`config.mk`:
```
export PLATFORM = sky130hd
export DESIGN_NAME = cellrv32_busswitch_n
export DESIGN_NICKNAME = d
export VERILOG_FILES = /design/src/rtl/cellrv32_busswitch_n.sv
export SDC_FILE = /design/constraint.sdc
export NUM_CORES = 1
export LEC_CHECK = 0
export CORE_AREA = 5 5 162 164
export DETAILED_ROUTE_END_ITERATION = 6
export DIE_AREA = 0 0 167 169
export DONT_BUFFER_PORTS = 1
export GPL_ROUTABILITY_DRIVEN = 0
export SLEW_MARGIN = 30
export SYNTH_ARGS = -nofsm -noshare
export SYNTH_HDL_FRONTEND = slang
export SYNTH_SLANG_ARGS = --single-unit
```
`constraint.sdc`:
```
create_clock -name clk_i -period 2.5 [get_ports clk_i]
set_input_delay 0.25 -clock clk_i [delete_from_list [all_inputs] [get_ports clk_i]]
set_output_delay 0.25 -clock clk_i [all_outputs]
set_load 0.01 [all_outputs]
```
`src/rtl/cellrv32_busswitch_n.sv`:
```
// N-port peripheral-bus switch: fixed-priority or round-robin arbitration and locally answered read-only ports.
// Optional BUSY watchdog is built when CELLRV32_BUSSWITCH_TIMEOUT_EN is defined.
module cellrv32_busswitch_n #(
   parameter int                   NUM_PORTS      = 3,
   parameter bit                   RR_EN          = 1'b1,
   parameter logic [NUM_PORTS-1:0] READ_ONLY_MASK = '0,
   parameter int                   TIMEOUT_CYCLES = 255,
   localparam int                  SW             = (NUM_PORTS > 2) ? $clog2(NUM_PORTS) : 1
) (
   input  logic                    clk_i,
   input  logic                    rstn_i,
   input  logic [NUM_PORTS-1:0]    c_bus_priv_i,
   input  logic [NUM_PORTS-1:0]    c_bus_cached_i,
   input  logic [32*NUM_PORTS-1:0] c_bus_addr_i,
   output logic [32*NUM_PORTS-1:0] c_bus_rdata_o,
   input  logic [32*NUM_PORTS-1:0] c_bus_wdata_i,
   input  logic [4*NUM_PORTS-1:0]  c_bus_ben_i,
   input  logic [NUM_PORTS-1:0]    c_bus_we_i,
   input  logic [NUM_PORTS-1:0]    c_bus_re_i,
   output logic [NUM_PORTS-1:0]    c_bus_ack_o,
   output logic [NUM_PORTS-1:0]    c_bus_err_o,
   output logic                    p_bus_priv_o,
   output logic                    p_bus_cached_o,
   output logic [SW-1:0]           p_bus_src_o,
   output logic [31:0]             p_bus_addr_o,
   output logic [31:0]             p_bus_wdata_o,
   output logic [3:0]              p_bus_ben_o,
   input  logic [31:0]             p_bus_rdata_i,
   output logic                    p_bus_we_o,
   output logic                    p_bus_re_o,
   input  logic                    p_bus_ack_i,
   input  logic                    p_bus_err_i
);

   typedef enum logic [1:0] {S_IDLE, S_RETIRE, S_BUSY} state_t;

   state_t               state;
   logic [SW-1:0]        grant, last_grant, win, sel, cand;
   logic [NUM_PORTS-1:0] rd_pend, wr_pend, wr_ok, req, ro_err, resp_clr;
   logic                 win_valid, win_strobe, rsp, tmo;
   int                   idx;

   // writes from read-only ports never become requests
   assign wr_ok = c_bus_we_i & ~READ_ONLY_MASK;
   assign req   = c_bus_re_i | wr_ok | rd_pend | wr_pend;

   always_comb begin
      win       = '0;
      win_valid = 1'b0;
      idx       = 0;
      cand      = '0;
      for (int k = 0; k < NUM_PORTS; k++) begin
         idx = RR_EN ? (int'(last_grant) + 1 + k) : k;
         if (idx >= NUM_PORTS) idx = idx - NUM_PORTS;
         cand = SW'(idx);
         if (!win_valid && req[cand]) begin
            win       = cand;
            win_valid = 1'b1;
         end
      end
   end

   assign sel        = (state == S_IDLE) ? win : grant;
   assign win_strobe = c_bus_re_i[win] | wr_ok[win];

   assign p_bus_src_o    = sel;
   assign p_bus_priv_o   = c_bus_priv_i[sel];
   assign p_bus_cached_o = c_bus_cached_i[sel];
   assign p_bus_addr_o   = c_bus_addr_i[32*int'(sel) +: 32];
   assign p_bus_wdata_o  = c_bus_wdata_i[32*int'(sel) +: 32];
   assign p_bus_ben_o    = c_bus_ben_i[4*int'(sel) +: 4];

   always_comb begin
      p_bus_re_o = 1'b0;
      p_bus_we_o = 1'b0;
      case (state)
         S_IDLE: begin
            p_bus_re_o = c_bus_re_i[win];
            p_bus_we_o = wr_ok[win];
         end
         S_RETIRE: begin
            p_bus_re_o = rd_pend[grant];
            p_bus_we_o = wr_pend[grant];
         end
         default: ;
      endcase
   end

`ifdef CELLRV32_BUSSWITCH_TIMEOUT_EN
   logic [15:0] tmo_cnt;

   assign tmo = (state == S_BUSY) && (tmo_cnt == 16'(TIMEOUT_CYCLES)) && !p_bus_ack_i && !p_bus_err_i;

   // counter sits at zero outside BUSY, so it is clear on every BUSY entry
   always_ff @(posedge clk_i or negedge rstn_i) begin
      if (!rstn_i)               tmo_cnt <= '0;
      else if (state != S_BUSY)  tmo_cnt <= '0;
      else                       tmo_cnt <= tmo_cnt + 16'd1;
   end
`else
   // no watchdog: BUSY waits for the peripheral indefinitely
   assign tmo = (TIMEOUT_CYCLES < 0);
`endif

   assign rsp = (state == S_BUSY) && (p_bus_ack_i || p_bus_err_i || tmo);

   // responses only reach the granted port while a transfer is in flight
   always_comb begin
      c_bus_ack_o   = '0;
      c_bus_err_o   = ro_err;
      c_bus_rdata_o = '0;
      resp_clr      = '0;
      if (state == S_BUSY) begin
         c_bus_ack_o[grant]                  = p_bus_ack_i;
         c_bus_err_o[grant]                  = ro_err[grant] | p_bus_err_i | tmo;
         c_bus_rdata_o[32*int'(grant) +: 32] = p_bus_rdata_i;
         resp_clr[grant]                     = rsp;
      end
   end

   always_ff @(posedge clk_i or negedge rstn_i) begin
      if (!rstn_i) begin
         state      <= S_IDLE;
         grant      <= '0;
         last_grant <= SW'(NUM_PORTS - 1);
         rd_pend    <= '0;
         wr_pend    <= '0;
         ro_err     <= '0;
      end else begin
         rd_pend <= (rd_pend | c_bus_re_i) & ~resp_clr;
         wr_pend <= (wr_pend | wr_ok) & ~resp_clr;
         ro_err  <= c_bus_we_i & READ_ONLY_MASK;
         case (state)
            S_IDLE: begin
               if (win_valid) begin
                  grant <= win;
                  state <= win_strobe ? S_BUSY : S_RETIRE;
               end
            end
            S_RETIRE: state <= S_BUSY;
            default: begin
               if (rsp) begin
                  last_grant <= grant;
                  state      <= S_IDLE;
               end
            end
         endcase
      end
   end

endmodule
```
==> results of run 1 <==
## final cells by class
cell class | instances | area (µm²) | area share, %
multi-input combinational | 334 | 3840 | 68.4
sequential | 12 | 302 | 5.36
inverter | 7 | 28.8 | 0.512
tap | 330 | 413 | 7.34
clock buffer | 4 | 88.8 | 1.58
timing repair buffer | 73 | 947 | 16.8
## worst register-to-register path, delay by kind of cell (launching register included)
| kind | cells | cell delay, ns |
|---|---|---|
| compound gates | 3 | 0.67 |
| flops | 1 | 0.57 |
| buf+inv | 4 | 0.48 |
| simple gates | 2 | 0.18 |
| fa+ha+maj | 1 | 0.17 |
| mux | 1 | 0.07 |
## where the power goes
part           leakage, nW  internal, mW  switching, mW
sequential           0.133         0.281         0.0869
combinational         1.68          3.79           4.50
clock               0.0442         0.242         0.0908
## kinds of logic after synthesis
family                     count (synthesis)  synth area share, %
buffers and inverters                     41                 9.24
and+or+nand+nor                          146                 23.7
muxes                                     74                 20.1
adders and majority gates                  7                 2.38
DFF                                       12                 8.19
AOI/OAI and AO/OA                        107                 36.4
## worst max-delay path by stage
| stage | startpoint | endpoint | slack [ns] | depth (start not counted) |
|---|---|---|---|---|
| after floorplan | last_grant[0]$_DFFE_PN0P_ | p_bus_wdata_o[14] | 0.005 | 10 |
| after global placement | last_grant[1]$_DFFE_PN1P_ | p_bus_addr_o[29] | -0.29 | 11 |
| after detailed placement | last_grant[1]$_DFFE_PN1P_ | p_bus_addr_o[28] | -0.37 | 10 |
| after CTS | last_grant[1]$_DFFE_PN1P_ | p_bus_addr_o[8] | -0.50 | 12 |
| after global routing | last_grant[1]$_DFFE_PN1P_ | p_bus_ben_o[2] | -0.54 | 13 |
| final | last_grant[1]$_DFFE_PN1P_ | p_bus_addr_o[28] | -0.45 | 13 |
## Yosys cell counts, drive strengths merged, types with 2 or more instances
cell / n / area [µm²]
nor2b: 2 / 12.5
clkbuf: 12 / 45.0
dfrtp: 11 / 275
nand2: 9 / 33.8
inv: 7 / 26.3
o41ai: 2 / 32.5
a21o: 2 / 16.3
o2bb2ai: 70 / 1040
nor4: 5 / 61.3
o211ai: 2 / 15.0
a221oi: 2 / 17.5
o21ai: 9 / 56.3
o22ai: 4 / 25.0
a21oi: 6 / 41.3
nor2: 19 / 71.3
and2: 98 / 613
a31oi: 2 / 12.5
mux2i: 74 / 741
or2: 2 / 12.5
and3: 6 / 37.5
nand3: 2 / 10.0
a211oi: 4 / 30.0
ha: 7 / 87.6
buf: 22 / 269
## flip-flops by register name, summed over array words and instances (netlist names)
register,count
wr_pend,3
grant,2
last_grant,2
rd_pend,3
state,2
## routing by layer
metal / part of all wire [%] / vias to the layer above / GRT usage, %
met4: 2.2 / 0 / 2.10
met3: 8.8 / 21 / 4.13
li1: - / 1538 / -
met2: 51 / 246 / 22.3
met1: 38 / 1698 / 16.6
met5: 0 / - / 0
## stage by stage
stage	hold WS (ns)	setup slack [ns]	utilization (%)	power, mW
floorplan	-0.0456	0.00491	-	4.78
global placement	-0.0452	-0.294	17.1	6.10
detailed placement	-0.0452	-0.371	17.1	6.20
CTS	0.157	-0.500	21.2	8.48
global route	0.173	-0.544	22.7	9.47
finish	0.158	-0.445	22.7	8.99
## timing repair
item / in CTS / in global routing
endpoints found under the setup margin: 74 / 108
hold buffers: 1 / 0
resized for setup: 97 / 58
cloned: 8 / 1
endpoints found under the hold margin: 12 / 0
setup buffers: 15 / 6
pin swaps: 26 / 16
==> metrics.md, run 1 <==
| Metric | Value |
|---|---|
| Slew margin rel. | `approximately 60%` |
| Outcome | `finished, violations left` |
| Commonest non-fill, non-tap cell in the layout | `and2_1` |
| Iter 0 DRT Violations | `169` |
| Critical path required time | `2.25 ns` |
| Most used cell, CP | `buf_12` |
| Antenna diode count | `0` |
| Pleak | `between 1.5 and 2 nW` |
| Avg Cell Area, Syn | `9.52 µm²` |
| Post-synthesis sequential area ratio | `a little over 8%` |
| Core Box Area | `0.0247 mm²` |
| Final net count | `690` |
| Hold Crit Start | `c_bus_we_i[0]` |
| Die area | `approximately 0.028 mm²` |
| Final Setup Violations | `73` |
| Core Rows | `between 50 and 60` |
| Dpl cell area | `~0.0042 mm²` |
| Crit-path max FO | `7` |
| Clk slew on worst S/H paths | `around 0.050 ns` |
| Final Skew | `about 0.0014 ns` |
| Non-Filler Cell Area, Final | `approximately 0.0056 mm²` |
| # Max-Cap Violations | `0` |
| Hold worst-path end | `wr_pend[0]$_DFF_PN0_` |
| Post-synth EDFFs | `0` |
| Total number of vias | `between 3,000 and 4,000` |
| # IOs | `around 430` |
| Setup crit end kind | `primary output` |
| Asr flop ratio synth | `100%` |
| Critical path arrival | `about 2.7 ns` |
| First-pass GRT wire length | `about 28 mm` |
| Clock latency on the worst-skew pair | `0.24 ns` |
| GRT overflow | `0` |
| FF-to-FF path depth | `11` |
| CTS buffer count | `3` |
| Final hold violation count | `0` |
| Post-Synthesis Cell Area | `around 0.0037 mm²` |
| Post-synthesis cell type count | `40` |
| Worst r2r dst | `state[0]$_DFFE_PN0P_` |
| Hold Crit Class | `primary input to register` |
| R2R setup slack | `between 0.2 and 0.3 ns` |
| Buf/Inv on CP | `6` |
| Largest net degree at the start of global routing | `51` |
| Detail Route Antenna Nets | `0` |
| Clk root buf | `clkbuf_16` |
| CTS tree | `built` |
| CTS max path bufs | `2` |
| Worst-margin pin slew | `between 0.5 and 0.6 ns` |
| Initial antenna violation count | `0` |
| Vias in the first global route | `~3,600` |
| Crit Path Class | `register to primary output` |
| Max VDD drop | `just under 0.8 mV` |
| Final non-filler cell total | `between 700 and 800` |
| Slowest cell delay on critical path | `around 0.57 ns` |
| Startpoint Class | `register` |
| Die Width | `167 µm` |
| CP max stage cell | `dfstp_2` |
| Critical path's top delay family | `compound AO/OA/AOI/OAI gates` |
| Commonest cells after routing, fill and taps aside | `and2_1, o2bb2ai_2, buf_4` |
| Synth-to-layout area growth | `52.6%` |
| Maximum clock rate | `roughly 340 MHz` |
| Fillers | `between 2,000 and 3,000` |
| Setup_tns | `-28.22 ns` |
| Share of layout cells above drive strength 1 | `52.8%` |
| Ys Warns | `0` |
| CTS Sinks | `12` |
| Remaining DRCs | `0` |
| Failing checks | `setup timing` |
| # port buffers | `0` |
| Cells along the critical path | `inv_4, ha_4, o41ai_4, o2111ai_4, o32a_4, o21ai_4, buf_12, buf_8, a21oi_4, buf_12, buf_12, o2bb2ai_4, buf_12` |
| Cells after DPL | `726` |
| Setup WS post-layout | `-0.445 ns` |
| Drt via density | `~4.6` |
| Yosys reg bits | `12` |
| Die extent in y | `169 µm` |
| DRT Wirelength | `~21 mm` |
| R2r startpoint | `last_grant[1]$_DFFE_PN1P_` |
| Gr usage total | `around an eighth` |
| Post-Syn Nets | `646` |
| H-tree levels | `1` |
| Power Dens Cells | `about 1600 mW/mm²` |
| Max Slew Vio Count | `0` |
| Drt wl/cell | `27.6 µm` |
| Final min period | `roughly 3 ns` |
| RSZ-0062 raised after global routing | `true` |
| Mapped Cells | `about 390` |
| Dpl hpwl | `15.3 mm` |
| Final period utilization | `118%` |
| Hold Crit Depth | `2` |
| Initial core utilization | `~15%` |
| DRT Pass-1 Iters | `4` |
| Primary FF master, synth | `dfrtp_1` |
Note: power is estimated with default switching activity, not from simulation.
==> run 2: changes to the inputs <==
--- a/config.mk
+++ b/config.mk
@@ -10,6 +10,7 @@
 export DIE_AREA = 0 0 167 169
 export DONT_BUFFER_PORTS = 1
 export GPL_ROUTABILITY_DRIVEN = 0
+export SKIP_CTS_REPAIR_TIMING = 1
 export SLEW_MARGIN = 30
 export SYNTH_ARGS = -nofsm -noshare
 export SYNTH_HDL_FRONTEND = slang
==> metrics.md, run 2 (same netlist as run 1, synthesis figures left out) <==
| Metric | Value |
|---|---|
| Buf/Inv on CP | `3` |
| Final period utilization | `119%` |
| Failing checks | `setup timing` |
| Commonest cells after routing, fill and taps aside | `and2_1, o2bb2ai_2, mux2i_1` |
| Hold worst-path end | `wr_pend[0]$_DFF_PN0_` |
| First-pass GRT wire length | `around 24 mm` |
| Non-Filler Cell Area, Final | `approximately 0.0051 mm²` |
| FF-to-FF path depth | `8` |
| Synth-to-layout area growth | `39.3%` |
| Core Box Area | `between 0.02 and 0.025 mm²` |
| Worst r2r dst | `state[0]$_DFFE_PN0P_` |
| Final Skew | `approximately 0.0017 ns` |
| Gate power share | `roughly nine tenths` |
| Largest net degree at the start of global routing | `66` |
| Met3 usage | `about 3.7%` |
| Layout Utilization | `20.7%` |
| Die Width | `between 150 and 200 µm` |
| Met1 Use GR | `14.6%` |
| Remaining DRCs | `0` |
| Cells along the critical path | `ha_4, and2_4, o2111ai_4, o32a_4, o21ai_4, buf_6, clkbuf_16, mux2i_4, o2bb2ai_4, buf_12` |
| Final min period | `a little under 3 ns` |
| Worst-margin pin slew | `~0.58 ns` |
| DRT Pass-1 Iters | `4` |
| Drt via density | `roughly 4.6` |
| Pre-CTS setup slack | `-0.371 ns` |
| Max Slew Vio Count | `0` |
| Final net count | `682` |
| Dpl cell area | `around 0.0042 mm²` |
| Hold Crit Depth | `2` |
| CP max stage cell | `dfstp_2` |
| Maximum clock rate | `335 MHz` |
| Share of layout cells above drive strength 1 | `around 46%` |
| Clk slew on worst S/H paths | `approximately 0.050 ns` |
| Psw | `4.39 mW` |
| Crit Path Class | `register to primary output` |
| DRT Wirelength | `roughly 20 mm` |
| Setup crit end kind | `primary output` |
| Detail Route Antenna Nets | `0` |
| Crit-path max FO | `5` |
| Clk pwr share | `4.0%` |
| Max VDD drop | `between 0.7 and 0.8 mV` |
| Iter 0 DRT Violations | `179` |
| Antenna diode count | `0` |
| Internal power | `a little under 4 mW` |
| Seq pwr share | `4.5%` |
| CTS buffer count | `3` |
| CTS tree | `built` |
| R2R setup slack | `roughly 0.27 ns` |
| Hold Crit Start | `c_bus_we_i[0]` |
| Setup WS post-layout | `-0.483 ns` |
| Clk root buf | `clkbuf_16` |
| Final hold violation count | `0` |
| Commonest non-fill, non-tap cell in the layout | `and2_1` |
| Pleak | `between 1.5 and 2 nW` |
| Die extent in y | `169 µm` |
| Outcome | `finished, violations left` |
| Initial antenna violation count | `0` |
| Top Registers | `rd_pend: 3 flops, wr_pend: 3 flops` |
| Vias in the first global route | `between 3,000 and 4,000` |
| Hold Crit Class | `primary input to register` |
| Initial core utilization | `between 10 and 15%` |
| Critical path required time | `around 2.3 ns` |
| Total number of vias | `~3,500` |
| Startpoint Class | `register` |
| Grt peak-use layer | `met2` |
| Switching Fraction | `around 53%` |
| Core Rows | `58` |
| Slew margin rel. | `61.0%` |
| Design Power | `8.26 mW` |
| H-tree levels | `1` |
| # Max-Cap Violations | `0` |
| Die area | `~0.028 mm²` |
| Drt wl/cell | `26.7 µm` |
| Slowest cell delay on critical path | `0.57 ns` |
| Fillers | `roughly 2,700` |
| Gr usage total | `11.0%` |
| GRT overflow | `0` |
| RSZ-0062 raised after global routing | `true` |
| CTS max path bufs | `2` |
| Met2 GRT Util | `approximately 18%` |
| Final Setup Violations | `73` |
| Critical path arrival | `around 2.7 ns` |
| # port buffers | `0` |
| Power Dens Cells | `1610 mW/mm²` |
| R2r startpoint | `last_grant[1]$_DFFE_PN1P_` |
| Dpl hpwl | `roughly 15 mm` |
| Critical path's top delay family | `compound AO/OA/AOI/OAI gates` |
| # IOs | `about 430` |
| CTS Sinks | `12` |
| Clock latency on the worst-skew pair | `0.24 ns` |
-- run 2: cell types whose count changed in the layout (fill, tap and decap cells not counted), sizes merged --
cell,before,now
buf,71,56
clkbuf,5,12
-- run 2: power by group through the flow --
stage,Sequential [mW],Combinational (mW),Clock (mW)
finish,0.373,7.56,0.330
global route,0.387,7.98,0.354
CTS,0.351,5.85,0.337
detailed placement,0.354,5.84,0
global placement,0.352,5.75,0
floorplan,0.362,4.42,0
-- run 2: area by class of cell --
type / count / area [µm²] / area share, %
multi-input combinational: 334 / 3480 / 67.9
timing repair buffer: 65 / 816 / 15.9
sequential: 12 / 302 / 5.88
inverter: 7 / 28.8 / 0.561
clock buffer: 4 / 88.8 / 1.73
tap: 330 / 413 / 8.05
-- run 2: worst max path at each step --
| stage | start | endpoint | depth (start not counted) |
|---|---|---|---|
| global route | last_grant[0]$_DFFE_PN0P_ | p_bus_addr_o[14] | 10 |
| floorplan | last_grant[0]$_DFFE_PN0P_ | p_bus_wdata_o[14] | 10 |
| global placement | last_grant[1]$_DFFE_PN1P_ | p_bus_addr_o[29] | 11 |
| detailed placement | last_grant[1]$_DFFE_PN1P_ | p_bus_addr_o[28] | 10 |
| CTS | last_grant[1]$_DFFE_PN1P_ | p_bus_addr_o[28] | 10 |
| finish | last_grant[1]$_DFFE_PN1P_ | p_bus_addr_o[28] | 10 |
-- run 2: layer usage --
| layer | wire [µm] | vias up |
|---|---|---|
| met3 | 1750 | 8 |
| met1 | 8010 | 1709 |
| met5 | 0 | - |
| met4 | 183 | 0 |
| li1 | - | 1514 |
| met2 | 10100 | 224 |
-- run 2: metrics by stage --
step	cells	hold slack (ns)	TNS (ns)
6_report	752	0.160	-30.18
5_1_grt	752	0.173	-38.80
4_1_cts	730	-0.302	-36.87
3_5_place_dp	726	-0.0452	-17.65
3_3_place_gp	726	-0.0452	-14.74
2_1_floorplan	387	-0.0456	0
